<file path="src/rtl/pio_debounce_irq_if.sv">
// Avalon-MM slave bus bundle for pio_debounce_irq: word address, read/write strobes, data.
interface pio_debounce_irq_if;
    logic [2:0]  avs_address;
    logic        avs_read;
    logic        avs_write;
    logic [31:0] avs_writedata;
    logic [31:0] avs_readdata;

    modport master (
        output avs_address, avs_read, avs_write, avs_writedata,
        input  avs_readdata
    );

    modport slave (
        input  avs_address, avs_read, avs_write, avs_writedata,
        output avs_readdata
    );
endinterface

</file>
<file path="src/rtl/pio_debounce_irq.sv">
// Avalon-MM parallel I/O: synchronised and debounced switch inputs with sticky edge capture
// and maskable level irq, plus an LED register with atomic set/clear aliases.
module pio_debounce_irq #(
    parameter int                   IN_WIDTH        = 8,
    parameter int                   OUT_WIDTH       = 8,
    parameter int                   DEBOUNCE_CYCLES = 50000,
    parameter int                   EDGE_MODE       = 0,
    parameter logic [OUT_WIDTH-1:0] OUT_RESET       = '0
) (
    input  logic                 clk_clk,
    input  logic                 reset_reset,
    pio_debounce_irq_if.slave    avs,
    output logic                 irq,
    input  logic [IN_WIDTH-1:0]  switches_export,
    output logic [OUT_WIDTH-1:0] leds_export
);

    localparam int               CNT_W    = $clog2(DEBOUNCE_CYCLES + 1);
    localparam logic [CNT_W-1:0] CNT_LAST = CNT_W'(DEBOUNCE_CYCLES - 1);

    typedef enum logic [2:0] {
        REG_DATA = 3'd0,
        REG_LEDS = 3'd1,
        REG_MASK = 3'd2,
        REG_EDGE = 3'd3,
        REG_SET  = 3'd4,
        REG_CLR  = 3'd5
    } reg_addr_e;

    reg_addr_e            addr;
    logic [IN_WIDTH-1:0]  wdata_in;
    logic [OUT_WIDTH-1:0] wdata_out;
    logic                 unused_wdata;

    logic [IN_WIDTH-1:0]  sync1_q, sync2_q;
    logic [IN_WIDTH-1:0]  deb_q, deb_d, deb_dly_q;
    logic [CNT_W-1:0]     cnt_q [IN_WIDTH];
    logic [CNT_W-1:0]     cnt_d [IN_WIDTH];
    logic [IN_WIDTH-1:0]  rise, fall, new_edge, edge_clr;
    logic [IN_WIDTH-1:0]  edge_q, edge_d;
    logic [IN_WIDTH-1:0]  mask_q, mask_d;
    logic [OUT_WIDTH-1:0] leds_q, leds_d;
    logic [31:0]          rdata_q, rdata_d;

    assign addr         = reg_addr_e'(avs.avs_address);
    assign wdata_in     = avs.avs_writedata[IN_WIDTH-1:0];
    assign wdata_out    = avs.avs_writedata[OUT_WIDTH-1:0];
    assign unused_wdata = ^avs.avs_writedata;

    // Per-bit debounce: the counter runs only while the synchronised input disagrees with
    // the debounced value; any agreement discards the partial count.
    always_comb begin
        // NOTE: every combinational output gets a default before any branch, so no path
        // leaves a signal unassigned and no latch is inferred.
        deb_d = deb_q;
        for (int i = 0; i < IN_WIDTH; i++) begin
            cnt_d[i] = '0;
            if (sync2_q[i] != deb_q[i]) begin
                if (cnt_q[i] == CNT_LAST) begin
                    deb_d[i] = ~deb_q[i];
                end else begin
                    cnt_d[i] = cnt_q[i] + CNT_W'(1);
                end
            end
        end
    end

    always_comb begin
        rise = deb_q & ~deb_dly_q;
        fall = ~deb_q & deb_dly_q;
        case (EDGE_MODE)
            0:       new_edge = rise;
            1:       new_edge = fall;
            default: new_edge = rise | fall;
        endcase
    end

    // A fresh edge wins over a simultaneous write-1-to-clear so no event is lost.
    always_comb begin
        edge_clr = (avs.avs_write && addr == REG_EDGE) ? wdata_in : '0;
        edge_d   = (edge_q & ~edge_clr) | new_edge;
    end

    always_comb begin
        leds_d = leds_q;
        mask_d = mask_q;
        if (avs.avs_write) begin
            case (addr)
                REG_LEDS: leds_d = wdata_out;
                REG_MASK: mask_d = wdata_in;
                REG_SET:  leds_d = leds_q | wdata_out;
                REG_CLR:  leds_d = leds_q & ~wdata_out;
                default:  ;
            endcase
        end
    end

    // Read data is registered and holds its last value between reads.
    always_comb begin
        rdata_d = rdata_q;
        if (avs.avs_read) begin
            case (addr)
                REG_DATA: rdata_d = 32'(deb_q);
                REG_LEDS: rdata_d = 32'(leds_q);
                REG_MASK: rdata_d = 32'(mask_q);
                REG_EDGE: rdata_d = 32'(edge_q);
                default:  rdata_d = '0;
            endcase
        end
    end

    always_ff @(posedge clk_clk or posedge reset_reset) begin
        if (reset_reset) begin
            sync1_q   <= '0;
            sync2_q   <= '0;
            deb_q     <= '0;
            deb_dly_q <= '0;
            edge_q    <= '0;
            mask_q    <= '0;
            leds_q    <= OUT_RESET;
            rdata_q   <= '0;
            // NOTE: the counter array is reset explicitly; it is control state, not a RAM,
            // so a half-finished debounce must not survive reset.
            for (int i = 0; i < IN_WIDTH; i++) begin
                cnt_q[i] <= '0;
            end
        end else begin
            // NOTE: non-blocking assignments here so every flop samples pre-edge values;
            // the synchroniser chain depends on that ordering.
            sync1_q   <= switches_export;
            sync2_q   <= sync1_q;
            deb_q     <= deb_d;
            deb_dly_q <= deb_q;
            edge_q    <= edge_d;
            mask_q    <= mask_d;
            leds_q    <= leds_d;
            rdata_q   <= rdata_d;
            for (int i = 0; i < IN_WIDTH; i++) begin
                cnt_q[i] <= cnt_d[i];
            end
        end
    end

    assign irq              = |(edge_q & mask_q);
    assign leds_export      = leds_q;
    assign avs.avs_readdata = rdata_q;

endmodule

</file>
<file path="src/flat_wrapper.sv">
// flat-port wrapper written by rule: the top's interface ports become plain ports
module pio_debounce_irq_flat 
#(
    parameter int                   IN_WIDTH        = 8,
    parameter int                   OUT_WIDTH       = 8,
    parameter int                   DEBOUNCE_CYCLES = 50000,
    parameter int                   EDGE_MODE       = 0,
    parameter logic [OUT_WIDTH-1:0] OUT_RESET       = '0
)
  (clk_clk, reset_reset, irq, switches_export, leds_export, avs_avs_address, avs_avs_read, avs_avs_write, avs_avs_writedata, avs_avs_readdata);
  pio_debounce_irq_if avs_i ();
  input  logic clk_clk;
  input  logic reset_reset;
  output logic irq;
  input  logic [IN_WIDTH-1:0] switches_export;
  output logic [OUT_WIDTH-1:0] leds_export;
  input wire logic [$bits(avs_i.avs_address)-1:0] avs_avs_address;
  input wire logic [$bits(avs_i.avs_read)-1:0] avs_avs_read;
  input wire logic [$bits(avs_i.avs_write)-1:0] avs_avs_write;
  input wire logic [$bits(avs_i.avs_writedata)-1:0] avs_avs_writedata;
  output wire logic [$bits(avs_i.avs_readdata)-1:0] avs_avs_readdata;
  assign avs_i.avs_address = avs_avs_address;
  assign avs_i.avs_read = avs_avs_read;
  assign avs_i.avs_write = avs_avs_write;
  assign avs_i.avs_writedata = avs_avs_writedata;
  assign avs_avs_readdata = avs_i.avs_readdata;
  pio_debounce_irq #(.IN_WIDTH(IN_WIDTH), .OUT_WIDTH(OUT_WIDTH), .DEBOUNCE_CYCLES(DEBOUNCE_CYCLES), .EDGE_MODE(EDGE_MODE), .OUT_RESET(OUT_RESET)) u_core (.clk_clk(clk_clk), .reset_reset(reset_reset), .avs(avs_i), .irq(irq), .switches_export(switches_export), .leds_export(leds_export));
endmodule
</file>
<file path="config.mk">
export PLATFORM = sky130hd
export DESIGN_NAME = pio_debounce_irq_flat
export DESIGN_NICKNAME = d
export VERILOG_FILES = /design/src/rtl/pio_debounce_irq_if.sv /design/src/rtl/pio_debounce_irq.sv /design/src/flat_wrapper.sv
export SDC_FILE = /design/constraint.sdc
export NUM_CORES = 1
export LEC_CHECK = 0
export ABC_AREA = 1
export BUFFER_PORTS_ARGS = -buffer_cell sky130_fd_sc_hd__buf_2
export CORE_ASPECT_RATIO = 2
export CORE_MARGIN = 4
export CORE_UTILIZATION = 54
export CTS_CLUSTER_DIAMETER = 100
export CTS_CLUSTER_SIZE = 20
export DETAILED_ROUTE_END_ITERATION = 6
export GPL_ROUTABILITY_DRIVEN = 0
export PLACE_DENSITY = 0.76
export SYNTH_ARGS = -nofsm -noshare
export SYNTH_HDL_FRONTEND = slang
export SYNTH_SLANG_ARGS = --single-unit
export TNS_END_PERCENT = 20
</file>
<file path="constraint.sdc">
create_clock -name clk_clk -period 5.4 [get_ports clk_clk]
set_input_delay 0.27 -clock clk_clk [delete_from_list [all_inputs] [get_ports clk_clk]]
set_output_delay 0.27 -clock clk_clk [all_outputs]
set_load 0.02 [all_outputs]
</file>
# Yosys cells after proc, flatten, opt, wreduce, memory -nomap -nowiden
# Cells that the tools add are included.
# Widths: inputs -> output; s select.
dict set report word_totals {
  output_inout_bits 41
  input_bits 47
  regBits 216
  wordCells 102
  latchBits 0
  ramBits 0
  mem_count 0
  romBits 0
}
dict set report op_classes {
  bitwise_logic 17
  add_sub_neg 8
  div 0
  multipliers 0
  reduce_logical 14
  muxes 19
  n_eq_ne 21
  n_lt_le_gt_ge 0
  shifts 0
}
# op count
set op_table {}
lappend op_table {{$mux 16} 16}
lappend op_table {{$add 16x1->16 const B} 8}
lappend op_table {{$eq 16x16->1 const B} 8}
lappend op_table {{$and 8x8->8} 4}
lappend op_table {{$pmux 8 s4} 1}
lappend op_table {{$not 8->8} 3}
lappend op_table {{$pmux 8 s3} 1}
lappend op_table {{$reduce_and 2->1} 10}
lappend op_table {{$or 8x8->8} 2}
lappend op_table {{$mux 8} 1}
lappend op_table {{$ne 1x1->1} 8}
lappend op_table {{$not 1->1} 8}
lappend op_table {{$reduce_or 8->1} 1}
lappend op_table {{$eq 3x2->1 const B} 2}
lappend op_table {{$eq 3x3->1 const B} 2}
lappend op_table {{$eq 3x1->1 const B} 1}
lappend op_table {{$logic_not 3->1} 1}
lappend op_table {{$reduce_bool 3->1} 1}
lappend op_table {{$logic_and 1x1->1} 1}

# Longest topological paths before layout
# Gate-level depths: netlist (run 1).
dict set report depth {
  depth_word 6
  ltp_mapped 8
  ltp_nobuf 8
}

# Worst setup path after synthesis (run 1)
# No wires, ideal clock.
dict set report synth_timing {
  kind {reg2reg}
  start {register u_core.cnt_q[0] (netlist bit)}
  end {register u_core.cnt_q[11] (netlist bit)}
  n_path_buf 0
  slack_ns 3.991
  arrival_ns 1.287
  stages_incl_launch_ff 9
  t_required_ns 5.278
  cell_sequence {dfrtp_1 > ha_1 > inv_1 > nor2_1 > inv_1 > nor2_1 > nand2_1 > nand2_2 > nor2_1}
}
# element line_no
set synth_rtl {}
lappend synth_rtl {{start, declared} pio_debounce_irq.sv:37} ;# logic [CNT_W-1:0] cnt_q [IN_WIDTH];
lappend synth_rtl {{start signal, assigned by index} pio_debounce_irq.sv:139} ;# cnt_q[i] <= cnt_d[i];

# Worst setup path in the final report (run 1)
dict set report layout_timing {
  start {register u_core.mask_q[7]}
  end {output port irq}
}
dict set report layout_between {
  elab_chain_cells 2
}
# element line_no
set layout_lines {}
lappend layout_lines {{start, declared} pio_debounce_irq.sv:41} ;# logic [IN_WIDTH-1:0] mask_q, mask_d;
lappend layout_lines {{start signal, assigned} pio_debounce_irq.sv:135} ;# mask_q <= mask_d;
lappend layout_lines {{$and 8x8->8} pio_debounce_irq.sv:144} ;# assign irq = |(edge_q & mask_q);
lappend layout_lines {{$reduce_or 8->1} pio_debounce_irq.sv:144}
lappend layout_lines {{end, declared} flat_wrapper.sv:14} ;# output logic irq;
# Every way passes these cells.

==> out/metrics.yaml, run 1 <==
grt_max_degree: 193
setup-tns-final_ns: 0
ir_worst_vdd_uv: 192
antenna_found_initial: 1
synth_warnings: 0
cts_tree: "yes"
synthArstFlopShare: 1.00
ant_nets: 0
cts_made_buffers: 17
first_pass_iters: 6
design.portCount: 88
clock_path_buffers: 2
r2r_start: "u_core.cnt_q[0]"
final_cell_mix: "nand2_1, nor2_1, dfrtp_1, inv_1, nand3_1"
setup_viol_count_final: 0
die_x_um: 103
core.rowCount: 69
critPathMaxFanout: 3
p_sw_frac: 0.268
numPortBuffers: 39
netSwitchingPower_uw: 803
drive_gt1_frac: 0.0680
largest_register: "u_core.cnt_q"
synth_top_flop_cell: "dfrtp_1"
fin_cells: 1552
seq_area_frac_synth: 0.491
grt_pass1_vias: 8007
rsz0062_at_grt: "no"
p_int_uw: 2190
cts_sinks: 192
ff2ff_path_depth: 8
setup_ws_ns: 3.66
totalPowerFinal_uw: 2990
grt_usage: 0.216
yosysUniqueCellTypes: 31
min_period_ns: 1.74
crit_required_ns: 5.13
clkTransAtPathRegs_ns: 0.07
worstSetupPathType: "reg2out"
postCtsSetupBuffers: 0
maxCapViolCount: 0
nFillCells: 1595
diodes: 0
drt_iter0_markers: 350
cts_root_buf: "clkbuf_16"
mostFrequentLayoutCell: "nand2_1"
post-place-ws_ns: 3.71
synth_cells: 1263
power.share.clock: 0.402
period_share: 0.322
r2r_end: "u_core.cnt_q[5]"
synth-edff-count: 0
dp.cells: 1512
grt_pass1_wl_mm: 35.2
relSlewSlack: 0.295
drt_wl_total_mm: 20.5
wl_per_cell_um: 13.2
cp-end-kind: "output port"
p_leak_uw: 0.00523
fin_nets: 1381
powerDensity_mw_per_mm2: 278
fmax_mhz: 576
drv_slew: 0
htreeDepth: 4
cp-start-kind: "flop"
worst_pin_slew_ns: 1.06
dr_total_vias: 7974
area_growth_pct: 10.2
fin_hold_ws_ns: 0.0554
r2r_slack_ns: 3.67
pwr-share-comb: 0.079
finClkSkew_ns: 0.00970
hold_viol_final: 0
dpl.hpwl_mm: 14.9
ys_seq_elements: 192
power_frac_seq: 0.518
via_per_inst: 5.14
initial_utilization: 0.550
syn-cell-area_mm2: 0.00978
die_h_um: 198
avgSynthCellArea_um2: 7.74
gr-total-overflow: 0
die-area_mm2: 0.0205
worstSkewPairLatency_ns: 0.44
largest_reg_flops: 128
core_mm2: 0.0178
drc: 0
status: "completed"
hold_path.class: "in2async"
crit_arrival_ns: 1.47
[Yosys cell counts (2+ instances only)]
cell / n / area share
buf_6: 2 / 0.0023
nand3_1: 99 / 0.051
dfrtp_1: 192 / 0.49
o21ai_1: 5 / 0.0026
a221oi_1: 2 / 0.0018
nand2_1: 325 / 0.12
nor2_1: 275 / 0.11
a21oi_1: 19 / 0.0097
o21ai_2: 8 / 0.0072
xor2_1: 60 / 0.054
inv_1: 137 / 0.053
nor3b_1: 2 / 0.0015
o21bai_1: 17 / 0.013
nor3_1: 9 / 0.0046
nor2_2: 3 / 0.0019
or2_2: 2 / 0.0013
nand3b_1: 2 / 0.0015
o21ai_0: 45 / 0.023
xnor2_1: 13 / 0.012
buf_4: 24 / 0.018
nand4_1: 5 / 0.0032
ha_1: 8 / 0.010
[per-layer routing]
layer,share of wire,wire length (µm),track usage,vias to the layer above
met3,0.044,898,0.0427,74
met4,0.040,817,0.109,2
met2,0.53,10800,0.380,198
met5,0.00054,11,0,-
li1,-,-,-,4017
met1,0.39,8000,0.242,3683
[cells by family after synthesis]
kind of cell	count (synthesis)	share of synthesized area
adders and majority gates	8	0.0102
other	1	0.000383
DFF	192	0.491
xor gates and xnor gates	73	0.0654
buffers and inverters	165	0.0742
and+or+nand+nor	728	0.301
AOI/OAI and AO/OA	96	0.0573
[timing repair]
action,4_1_cts,5_1_grt
hold buffers,8,0
gates resized for setup,0,0
hold endpoints to repair,8,0
[how the worst max path moves through the flow]
| stage | from | to | slack, ns |
|---|---|---|---|
| global route | u_core.mask_q[4] | irq | 3.51 |
| global placement | u_core.cnt_q[0] | u_core.cnt_q[5] | 3.75 |
| detailed placement | u_core.cnt_q[0] | u_core.cnt_q[5] | 3.71 |
| floorplan | reset_reset | u_core.avs.avs_readdata[0] | 2.65 |
| finish | u_core.mask_q[7] | irq | 3.66 |
| CTS | u_core.mask_q[7] | irq | 3.63 |
[worst max-delay path, cell delays in order (launching register included)]
cell and delay (ns):
dfrtp_1 0.41, nand2_1 0.08, nand2_1 0.05, a221oi_1 0.23, nand2_1 0.09, buf_2 0.17
[per-stage QoR]
stage / utilization / cell area [µm²]
3_5_place_dp: 0.570 / 10100
5_1_grt: 0.606 / 10800
4_1_cts: 0.606 / 10800
6_report: 0.606 / 10800
3_3_place_gp: 0.570 / 10100
2_1_floorplan: - / 9870
[final cells by class]
cell class	count	area, µm²	area share
Tap cell	213	267	0.0247
Sequential cell	192	4800	0.446
Multi-Input combinational cell	929	4340	0.402
Clock inverter	13	114	0.0106
Inverter	138	522	0.0484
Clock buffer	19	443	0.0411
Timing Repair Buffer	48	295	0.0274
[power by group through the flow]
stage	Clock [µW]	Sequential, µW	Combinational [µW]
floorplan	0	1590	157
global placement	0	1580	232
detailed placement	0	1580	238
CTS	1230	1550	243
global route	1300	1560	274
finish	1200	1550	238
Power figures use the tool's default switching activity.
==> run 2: changes to the inputs <==
--- a/config.mk
+++ b/config.mk
@@ -9,12 +9,12 @@
 export BUFFER_PORTS_ARGS = -buffer_cell sky130_fd_sc_hd__buf_2
 export CORE_ASPECT_RATIO = 2
 export CORE_MARGIN = 4
-export CORE_UTILIZATION = 54
+export CORE_UTILIZATION = 60
 export CTS_CLUSTER_DIAMETER = 100
 export CTS_CLUSTER_SIZE = 20
 export DETAILED_ROUTE_END_ITERATION = 6
 export GPL_ROUTABILITY_DRIVEN = 0
-export PLACE_DENSITY = 0.76
+export PLACE_DENSITY = 0.8
 export SYNTH_ARGS = -nofsm -noshare
 export SYNTH_HDL_FRONTEND = slang
 export SYNTH_SLANG_ARGS = --single-unit
==> constraint.sdc (replaced) <==
create_clock -name clk_clk -period 1.6 [get_ports clk_clk]
set_input_delay 0.08 -clock clk_clk [delete_from_list [all_inputs] [get_ports clk_clk]]
set_output_delay 0.08 -clock clk_clk [all_outputs]
set_load 0.02 [all_outputs]
==> run 2 against run 1 <==
Net effect:
- non-clock buffer count increased by 32
- critical path depth unchanged
- die area decreased by 9.4%
- largest cell class unchanged
==> out/metrics.yaml, run 2 (synthesis results as in run 1) <==
area_growth_pct: 14.1
clock_path_buffers: 2
min_period_ns: 1.50
numPortBuffers: 39
cp_common_cell: "nand2_1"
totalPowerFinal_uw: 10300
p_leak_uw: 0.00541
crit_required_ns: 1.52
mostFrequentLayoutCell: "nand2_1"
first_pass_iters: 5
dr_total_vias: 8218
ant_nets: 0
cp-end-kind: "output port"
period_share: 0.938
final_cell_mix: "nand2_1, nor2_1, dfrtp_1, inv_1, nand3_1"
finClkSkew_ns: 0.00924
drv_slew: 0
die_x_um: 98.3
r2r_start: "u_core.cnt_q[32]"
status: "completed"
worst_pin_slew_ns: 0.580
gr-total-overflow: 0
htreeDepth: 4
via_per_inst: 5.23
fin_cells: 1572
ff2ff_path_depth: 7
dp.cells: 1522
hold_path.class: "in2reg"
hold_viol_final: 0
clkTransAtPathRegs_ns: 0.07
cp_cell_sequence: "nand2_1 -> nand2_1 -> a221oi_2 -> nand2_1 -> buf_2"
die_h_um: 189
ir_worst_vdd_uv: 852
largest_register: "u_core.cnt_q"
drt_iter0_markers: 340
core.rowCount: 65
drt_wl_total_mm: 21.3
dpl.hpwl_mm: 16.0
relSlewSlack: 0.611
cts_root_buf: "clkbuf_16"
post-route-util: 0.704
drive_gt1_frac: 0.0897
design_area_mm2: 0.0112
grt_pass1_vias: 8409
maxCapViolCount: 0
fmax_mhz: 666
postCtsSetupBuffers: 0
powerDensity_mw_per_mm2: 926
setup-tns-final_ns: 0
worstSkewPairLatency_ns: 0.43
cpPeakStageDelay_ns: 0.40
worstSetupPathType: "reg2out"
grt_usage: 0.245
cp-start-kind: "flop"
fin_nets: 1413
diodes: 0
antenna_found_initial: 0
die-area_mm2: 0.0185
cts_tree: "yes"
r2r_slack_ns: 0.12
wl_per_cell_um: 13.6
setup_viol_count_final: 0
drc: 0
largest_reg_flops: 128
slowest_stage: "dfrtp_1"
crit_arrival_ns: 1.42
grt_max_degree: 32
placed_area_mm2: 0.0104
critPathMaxFanout: 3
cp-endpoint: "irq"
core_mm2: 0.0159
grt_pass1_wl_mm: 36.8
design.portCount: 88
initial_utilization: 0.617
crit_path_start: "u_core.mask_q[0]"
cts_made_buffers: 17
cts_sinks: 192
r2r_end: "u_core.cnt_q[41]"
-- run 2: cell types whose count changed in the layout (fill, tap and decap cells not counted), moves of 2 or more --
cell,delta
nand2_2,+4
dlygate4sd3_1,+10
ha_2,+2
ha_1,-2
buf_4,+17
a221oi_1,-2
buf_12,+5
a221oi_2,+2
nand2_1,-5
-- run 2: final cells by class --
type / count / area [µm²]
sequential: 192 / 4800
fill: 1309 / 4700
multi-input combinational: 929 / 4380
timing repair buffer: 80 / 623
inverter: 138 / 522
clock buffer: 19 / 443
tap: 201 / 251
clock inverter: 13 / 139
-- run 2: power by group --
part	internal (µW)	leakage (µW)	switching [µW]
clock network	2250	0.000277	1950
registers	5060	0.00258	182
logic	312	0.00255	590
total	7620	0.00541	2720
-- run 2: routing by layer --
metal / vias to the layer above / global-route usage / share of wire
met5: - / 0 / 0
met2: 208 / 0.439 / 0.52
met4: 0 / 0.160 / 0.065
li1: 4099 / - / -
met1: 3824 / 0.256 / 0.37
met3: 87 / 0.0493 / 0.041
-- run 2: worst min path at each step --
stage | from | end | slack, ns | depth (start not counted)
2_1_floorplan | switches_export[0] | u_core.sync1_q[0] | 0.11 | 0
3_3_place_gp | reset_reset | u_core.sync1_q[6] | 0.15 | 2
5_1_grt | avs_avs_write | u_core.mask_q[0] | 0.11 | 3
3_5_place_dp | reset_reset | u_core.sync1_q[0] | 0.16 | 2
6_report | avs_avs_write | u_core.mask_q[0] | 0.1 | 3
4_1_cts | avs_avs_write | u_core.mask_q[0] | 0.08 | 3
-- run 2: critical path: cells and delay by family, from the launching register on --
kind | cells | cell delay [ns]
DFF | 1 | 0.40
and+or+nand+nor | 3 | 0.24
AOI/OAI and AO/OA | 1 | 0.18
buffers and inverters | 1 | 0.17
-- run 2: what timing repair did --
| action | in CTS | in global routing |
|---|---|---|
| hold endpoints to repair | 37 | 0 |
| gates resized for setup | 0 | 11 |
| setup endpoints to repair | 0 | 39 |
| hold buffers | 18 | 0 |
-- run 2: per-stage QoR --
| step | hold slack (ns) | setup slack (ns) |
|---|---|---|
| 6_report | 0.0990 | 0.0995 |
| 5_1_grt | 0.106 | -0.00958 |
| 4_1_cts | 0.0848 | 0.0193 |
| 3_5_place_dp | 0.157 | 0.0786 |
| 3_3_place_gp | 0.152 | 0.124 |
| 2_1_floorplan | 0.111 | -0.956 |
